`config.mk`:
```
export PLATFORM = sky130hd
export DESIGN_NAME = apb_req_arbiter
export DESIGN_NICKNAME = d
export VERILOG_FILES = /design/src/rtl/apb_req_arbiter.sv
export SDC_FILE = /design/constraint.sdc
export NUM_CORES = 1
export LEC_CHECK = 0
export ABC_AREA = 0
export CAP_MARGIN = 0
export CORE_UTILIZATION = 40
export DETAILED_ROUTE_END_ITERATION = 16
export PLACE_DENSITY_LB_ADDON = 0.08
export SKIP_CTS_REPAIR_TIMING = 1
export SLEW_MARGIN = 20
export SYNTH_ARGS = -nofsm -noshare
export SYNTH_HDL_FRONTEND = slang
export SYNTH_SLANG_ARGS = --single-unit
```
`constraint.sdc`:
```
create_clock -name pclock -period 1.85 [get_ports pclock]
set_input_delay 0.2775 -clock pclock [delete_from_list [all_inputs] [get_ports pclock]]
set_output_delay 0.2775 -clock pclock [all_outputs]
set_load 0.005 [all_outputs]
```
`src/rtl/apb_req_arbiter.sv`:
```
// Two-requester round-robin arbiter driving a single APB master port.
// Latency: 4 cycles minimum (sample, grant pulse, SETUP, ACCESS with pready, response).
// Backpressure: no queueing; requests are sampled only while idle, and losers must hold req_valid.
//
// Ports:
//   pclock, presetn            clock, asynchronous active-low reset
//   req_valid/write/addr/wdata per-requester request (slice i belongs to requester i)
//   req_ready                  one-cycle accept pulse to the granted requester
//   rsp_valid/rdata/err        one-cycle completion to the owning requester
//   paddr/pwdata/pwrite/psel/penable, prdata/pready/pslverr   APB master side
module apb_req_arbiter #(
    parameter int ADDR_WIDTH = 32,
    parameter int DATA_WIDTH = 32,
    parameter int TIMEOUT    = 16
) (
    input  logic                    pclock,
    input  logic                    presetn,
    input  logic [1:0]              req_valid,
    input  logic [1:0]              req_write,
    input  logic [2*ADDR_WIDTH-1:0] req_addr,
    input  logic [2*DATA_WIDTH-1:0] req_wdata,
    output logic [1:0]              req_ready,
    output logic [1:0]              rsp_valid,
    output logic [DATA_WIDTH-1:0]   rsp_rdata,
    output logic                    rsp_err,
    output logic [ADDR_WIDTH-1:0]   paddr,
    output logic [DATA_WIDTH-1:0]   pwdata,
    output logic                    pwrite,
    output logic                    psel,
    output logic                    penable,
    input  logic [DATA_WIDTH-1:0]   prdata,
    input  logic                    pready,
    input  logic                    pslverr
);

    typedef enum logic [1:0] {
        IDLE   = 2'd0,
        SETUP  = 2'd1,
        ACCESS = 2'd2
    } state_t;

    // Abort is decided on the edge that ends the TIMEOUT-th waiting ACCESS
    // cycle, so the registered bus drops on the cycle right after it.
    localparam logic [7:0] WAIT_LAST = 8'(TIMEOUT - 1);

    state_t                  state_q, state_d;
    logic                    grant_pend_q, grant_pend_d;
    logic                    armed_q, armed_d;
    logic                    owner_q, owner_d;
    logic                    last_grant_q, last_grant_d;
    logic [7:0]              wait_cnt_q, wait_cnt_d;
    logic                    pick;

    logic [1:0]              req_ready_d;
    logic [1:0]              rsp_valid_d;
    logic [DATA_WIDTH-1:0]   rsp_rdata_d;
    logic                    rsp_err_d;
    logic [ADDR_WIDTH-1:0]   paddr_d;
    logic [DATA_WIDTH-1:0]   pwdata_d;
    logic                    pwrite_d;
    logic                    psel_d;
    logic                    penable_d;

    always_comb begin
        state_d      = state_q;
        grant_pend_d = grant_pend_q;
        armed_d      = 1'b1;
        owner_d      = owner_q;
        last_grant_d = last_grant_q;
        wait_cnt_d   = wait_cnt_q;
        req_ready_d  = '0;
        rsp_valid_d  = '0;
        rsp_rdata_d  = rsp_rdata;
        rsp_err_d    = rsp_err;
        paddr_d      = paddr;
        pwdata_d     = pwdata;
        pwrite_d     = pwrite;
        psel_d       = psel;
        penable_d    = penable;

        // Contention goes to whoever was not granted last; a lone requester wins outright.
        pick = (req_valid == 2'b11) ? ~last_grant_q : req_valid[1];

        case (state_q)
            IDLE: begin
                if (grant_pend_q) begin
                    // The req_ready cycle is spent idle on the bus; SETUP follows it.
                    grant_pend_d = 1'b0;
                    state_d      = SETUP;
                    psel_d       = 1'b1;
                    penable_d    = 1'b0;
                    wait_cnt_d   = '0;
                end else if (armed_q && (req_valid != 2'b00)) begin
                    // armed_q holds off grants until the second edge after reset release.
                    req_ready_d[pick] = 1'b1;
                    owner_d           = pick;
                    last_grant_d      = pick;
                    grant_pend_d      = 1'b1;
                    paddr_d  = pick ? req_addr[2*ADDR_WIDTH-1:ADDR_WIDTH] : req_addr[ADDR_WIDTH-1:0];
                    pwdata_d = pick ? req_wdata[2*DATA_WIDTH-1:DATA_WIDTH] : req_wdata[DATA_WIDTH-1:0];
                    pwrite_d = req_write[pick];
                end
            end
            SETUP: begin
                state_d   = ACCESS;
                penable_d = 1'b1;
            end
            ACCESS: begin
                if (pready) begin
                    // pready wins even on the cycle the wait limit is reached.
                    state_d              = IDLE;
                    psel_d               = 1'b0;
                    penable_d            = 1'b0;
                    rsp_valid_d[owner_q] = 1'b1;
                    rsp_rdata_d          = pwrite ? '0 : prdata;
                    rsp_err_d            = pslverr;
                end else if (wait_cnt_q == WAIT_LAST) begin
                    state_d              = IDLE;
                    psel_d               = 1'b0;
                    penable_d            = 1'b0;
                    wait_cnt_d           = wait_cnt_q + 8'd1;
                    rsp_valid_d[owner_q] = 1'b1;
                    rsp_rdata_d          = '0;
                    rsp_err_d            = 1'b1;
                end else begin
                    wait_cnt_d = wait_cnt_q + 8'd1;
                end
            end
            default: begin
                state_d   = IDLE;
                psel_d    = 1'b0;
                penable_d = 1'b0;
            end
        endcase
    end

    always_ff @(posedge pclock or negedge presetn) begin
        if (!presetn) begin
            state_q      <= IDLE;
            grant_pend_q <= 1'b0;
            armed_q      <= 1'b0;
            owner_q      <= 1'b0;
            last_grant_q <= 1'b1;
            wait_cnt_q   <= '0;
            req_ready    <= '0;
            rsp_valid    <= '0;
            rsp_rdata    <= '0;
            rsp_err      <= 1'b0;
            paddr        <= '0;
            pwdata       <= '0;
            pwrite       <= 1'b0;
            psel         <= 1'b0;
            penable      <= 1'b0;
        end else begin
            state_q      <= state_d;
            grant_pend_q <= grant_pend_d;
            armed_q      <= armed_d;
            owner_q      <= owner_d;
            last_grant_q <= last_grant_d;
            wait_cnt_q   <= wait_cnt_d;
            req_ready    <= req_ready_d;
            rsp_valid    <= rsp_valid_d;
            rsp_rdata    <= rsp_rdata_d;
            rsp_err      <= rsp_err_d;
            paddr        <= paddr_d;
            pwdata       <= pwdata_d;
            pwrite       <= pwrite_d;
            psel         <= psel_d;
            penable      <= penable_d;
        end
    end

endmodule
```
==> flow_metrics.py <==
metrics = {
    "run_status": {
        "outcome": "completed",
    },
    "place": {
        "placed_area_mm2": 0.00814,
        "gp_congestion": 0.864,
        "post-dp-hpwl_um": 12200,
        "portBuffers": 271,
    },
    "clock_tree": {
        "cts_max_level": 4,
        "clockBufferDepth": 2,
        "cts_tree": "yes",
        "cts_inserted_buffers": 17,
        "clock_sinks": 118,
        "path_clk_slew_ns": 0.05,
        "insertion_delay_ns": 0.41,
        "root_buffer": "clkbuf_16",
    },
    "worst_setup_path": {
        "path_buf_inv": 1,
        "crit_path_end_kind": "flip-flop",
        "cp_slowest_cell": "nor4b_4",
        "arrival_ns": 2.12,
        "cp_top_family": "simple AND/OR/NAND/NOR gates",
        "crit_fanout": 25,
        "required_ns": 2.19,
        "critPathLaunchType": "flip-flop",
        "worst-setup-path-type": "flip-flop to flip-flop",
        "timing.rr.start": "state_q[1]$_DFFE_PN0P_",
        "path_cells": "nor4b_4, and3_2, buf_6, a22o_1, a21o_1",
        "worstSetupStartpoint": "state_q[1]$_DFFE_PN0P_",
        "cpPeakStageDelay_ns": 0.43,
    },
    "final_layout": {
        "drive_gt1_share_pct": 7.96,
        "fin_area_mm2": 0.00869,
        "diodes": 0,
        "nNetsFinal": 899,
        "syn2layout_area_growth_pct": 69.8,
        "utilization_pct": 70.9,
    },
    "sta": {
        "hold_viol_final": 0,
        "period_minus_slack_ns": 1.77,
        "maxSlewViolCount": 0,
        "fmax_mhz": 563,
        "tightest_slew_ns": 0.507,
        "finClkSkew_ns": 0.00607,
        "period_share_pct": 95.9,
        "slew_headroom_pct": 65.3,
        "setup_viol": 0,
        "rsz0062_at_grt": "no",
        "setup_tns_ns": 0,
    },
    "synth": {
        "syn_area_mm2": 0.00512,
        "ys.flop_type": "dfrtp_1",
        "synthCells": 449,
        "syn_nets": 618,
        "synth_edf_count": 0,
        "seq_area_frac_synth_pct": 57.7,
        "synth-async-reset-ratio_pct": 100,
        "avgSynthCellArea_um2": 11.4,
        "ys_types": 37,
        "ys_seq_elements": 118,
        "ys_warn_count": 0,
    },
    "routing": {
        "ant_nets": 0,
        "drtIter0Drc": 233,
        "first_pass_iters": 6,
        "routed_wirelength_um": 16900,
        "routed_via_density": 5.28,
        "dr_total_vias": 4801,
        "drc": 0,
        "routedWlPerCell_um": 18.6,
    },
    "flow_run": {
        "maxCapViolations": 0,
    },
    "power": {
        "power_density_mw_per_mm2": 1540,
        "report.power.total_mw": 13.4,
        "ir_drop_uv": 793,
        "p_leak_nw": 4.04,
    },
    "floorplan": {
        "fp.dieArea_mm2": 0.0133,
        "start_util_pct": 41.8,
        "io_pins": 272,
        "die_w_um": 115,
        "core_area_mm2": 0.0123,
        "die-height_um": 115,
        "rows": 40,
    },
    "global_route": {
        "grt_use_total_pct": 26.1,
        "grt_max_degree": 64,
        "grt_pass1_wl_um": 25900,
        "first_global_vias": 4976,
        "antenna_found_initial": 0,
        "gr-total-overflow": 0,
    },
    "worst_hold_path": {
        "hold_class": "input pin to asynchronous set/reset pin",
    },
}
registers in the layout (all words and copies together) (netlist names):
| register | flops |
|---|---|
| paddr | 32 |
| wait_cnt_q | 8 |
| req_ready | 2 |
| psel | 1 |
| penable | 1 |
| rsp_valid | 2 |
| last_grant_q | 1 |
| owner_q | 1 |
| armed_q | 1 |
| grant_pend_q | 1 |
| rsp_err | 1 |
| state_q | 2 |
| pwdata | 32 |
| rsp_rdata | 32 |
| pwrite | 1 |
through the flow:
stage / hold WS, ns / instances / setup slack (ns)
after floorplan: -0.0181 / 449 / 0.186
after global placement: 0.306 / 878 / 0.0519
after detailed placement: 0.313 / 878 / 0.00292
after CTS: -0.127 / 908 / 0.00603
after global routing: 0.440 / 909 / 0.00683
final: 0.404 / 909 / 0.0753
worst register-to-register path: stages, from the launching register on:
cell	delay [ns]
dfrtp_1	0.40
nor4b_4	0.43
and3_2	0.32
buf_6	0.25
a22o_1	0.21
a21o_1	0.10
cell type report:
| class | count | area [um2] |
|---|---|---|
| well taps | 168 | 210 |
| multi-input cells | 290 | 1960 |
| fillers | 937 | 3570 |
| repair buffers | 298 | 3010 |
| flip-flops and latches | 118 | 2950 |
| clock inverters | 4 | 45.0 |
| inverters | 5 | 18.8 |
| clock buffers | 26 | 499 |
cell usage after synthesis, types with 2 or more instances:
master / instances / area share [%]
nor3_1: 2 / 0.20
nand2_1: 71 / 5.2
a31oi_1: 2 / 0.24
buf_6: 6 / 1.3
a22o_1: 65 / 11
buf_2: 20 / 2.0
inv_1: 5 / 0.37
a21oi_1: 7 / 0.68
clkbuf_1: 5 / 0.37
a21o_1: 67 / 9.8
o31ai_1: 3 / 0.44
o21ai_0: 9 / 0.88
dfrtp_1: 117 / 57
nor2_1: 5 / 0.37
nand3_1: 5 / 0.49
buf_1: 4 / 0.29
or4_1: 3 / 0.44
a22oi_1: 32 / 4.7
nand2b_1: 2 / 0.24
or3_1: 2 / 0.24
worst paths after layout:
kind,endpoint,slack [ns],cells past startpoint
max reg2reg,paddr[20]$_DFFE_PN0P_,0.08,5
max in group asynchronous,rsp_rdata[8]$_DFFE_PN0P_,1.13,3
min reg2reg,rsp_valid[0]$_DFF_PN0_,0.48,1
min in group pclock,paddr[9]$_DFFE_PN0P_,0.45,2
min,rsp_rdata[27]$_DFFE_PN0P_,0.40,3
max,paddr[20]$_DFFE_PN0P_,0.08,5
cells in the final DEF, fill, tap and decap left out, types with 3 or more instances in the layout:
cell / synthesis / final
a21o_1: 67 / 67
a21oi_1: 7 / 7
a22o_1: 65 / 65
a22oi_1: 32 / 32
buf_12: 0 / 7
buf_4: 1 / 19
clkbuf_1: 5 / 5
clkbuf_16: 0 / 17
clkbuf_8: 0 / 4
clkdlybuf4s50_1: 0 / 270
clkinv_2: 0 / 3
dfrtp_1: 117 / 117
inv_1: 5 / 5
nand2_1: 71 / 71
nand3_1: 5 / 5
nor2_1: 5 / 5
o21ai_0: 9 / 9
o31ai_1: 3 / 3
or4_1: 3 / 3
where the power goes:
part	internal (mW)	switching, mW
logic	3.72	2.19
registers	3.71	0.749
clock network	1.96	1.07
cells by family (layout without fill, tap and decap cells):
kind of cell | count (synthesis) | count (layout) | synth area share (%)
compound gates | 191 | 191 | 28.9
xor+xnor | 1 | 1 | 0.171
fa+ha+maj | 1 | 1 | 0.244
buf+inv | 41 | 333 | 4.45
flops | 118 | 118 | 57.7
other cells | 1 | 1 | 0.0732
simple gates | 96 | 96 | 8.48
metal layers:
metal	share of wire, %	up-vias	wire, um	track usage, %
li1	-	2214	-	-
met1	37	2343	6270	27.6
met2	52	206	8790	46.7
met3	7.9	38	1330	8.65
met4	3.1	0	529	12.4
met5	0	-	0	0
No activity file was read; power rests on OpenSTA's default activity.
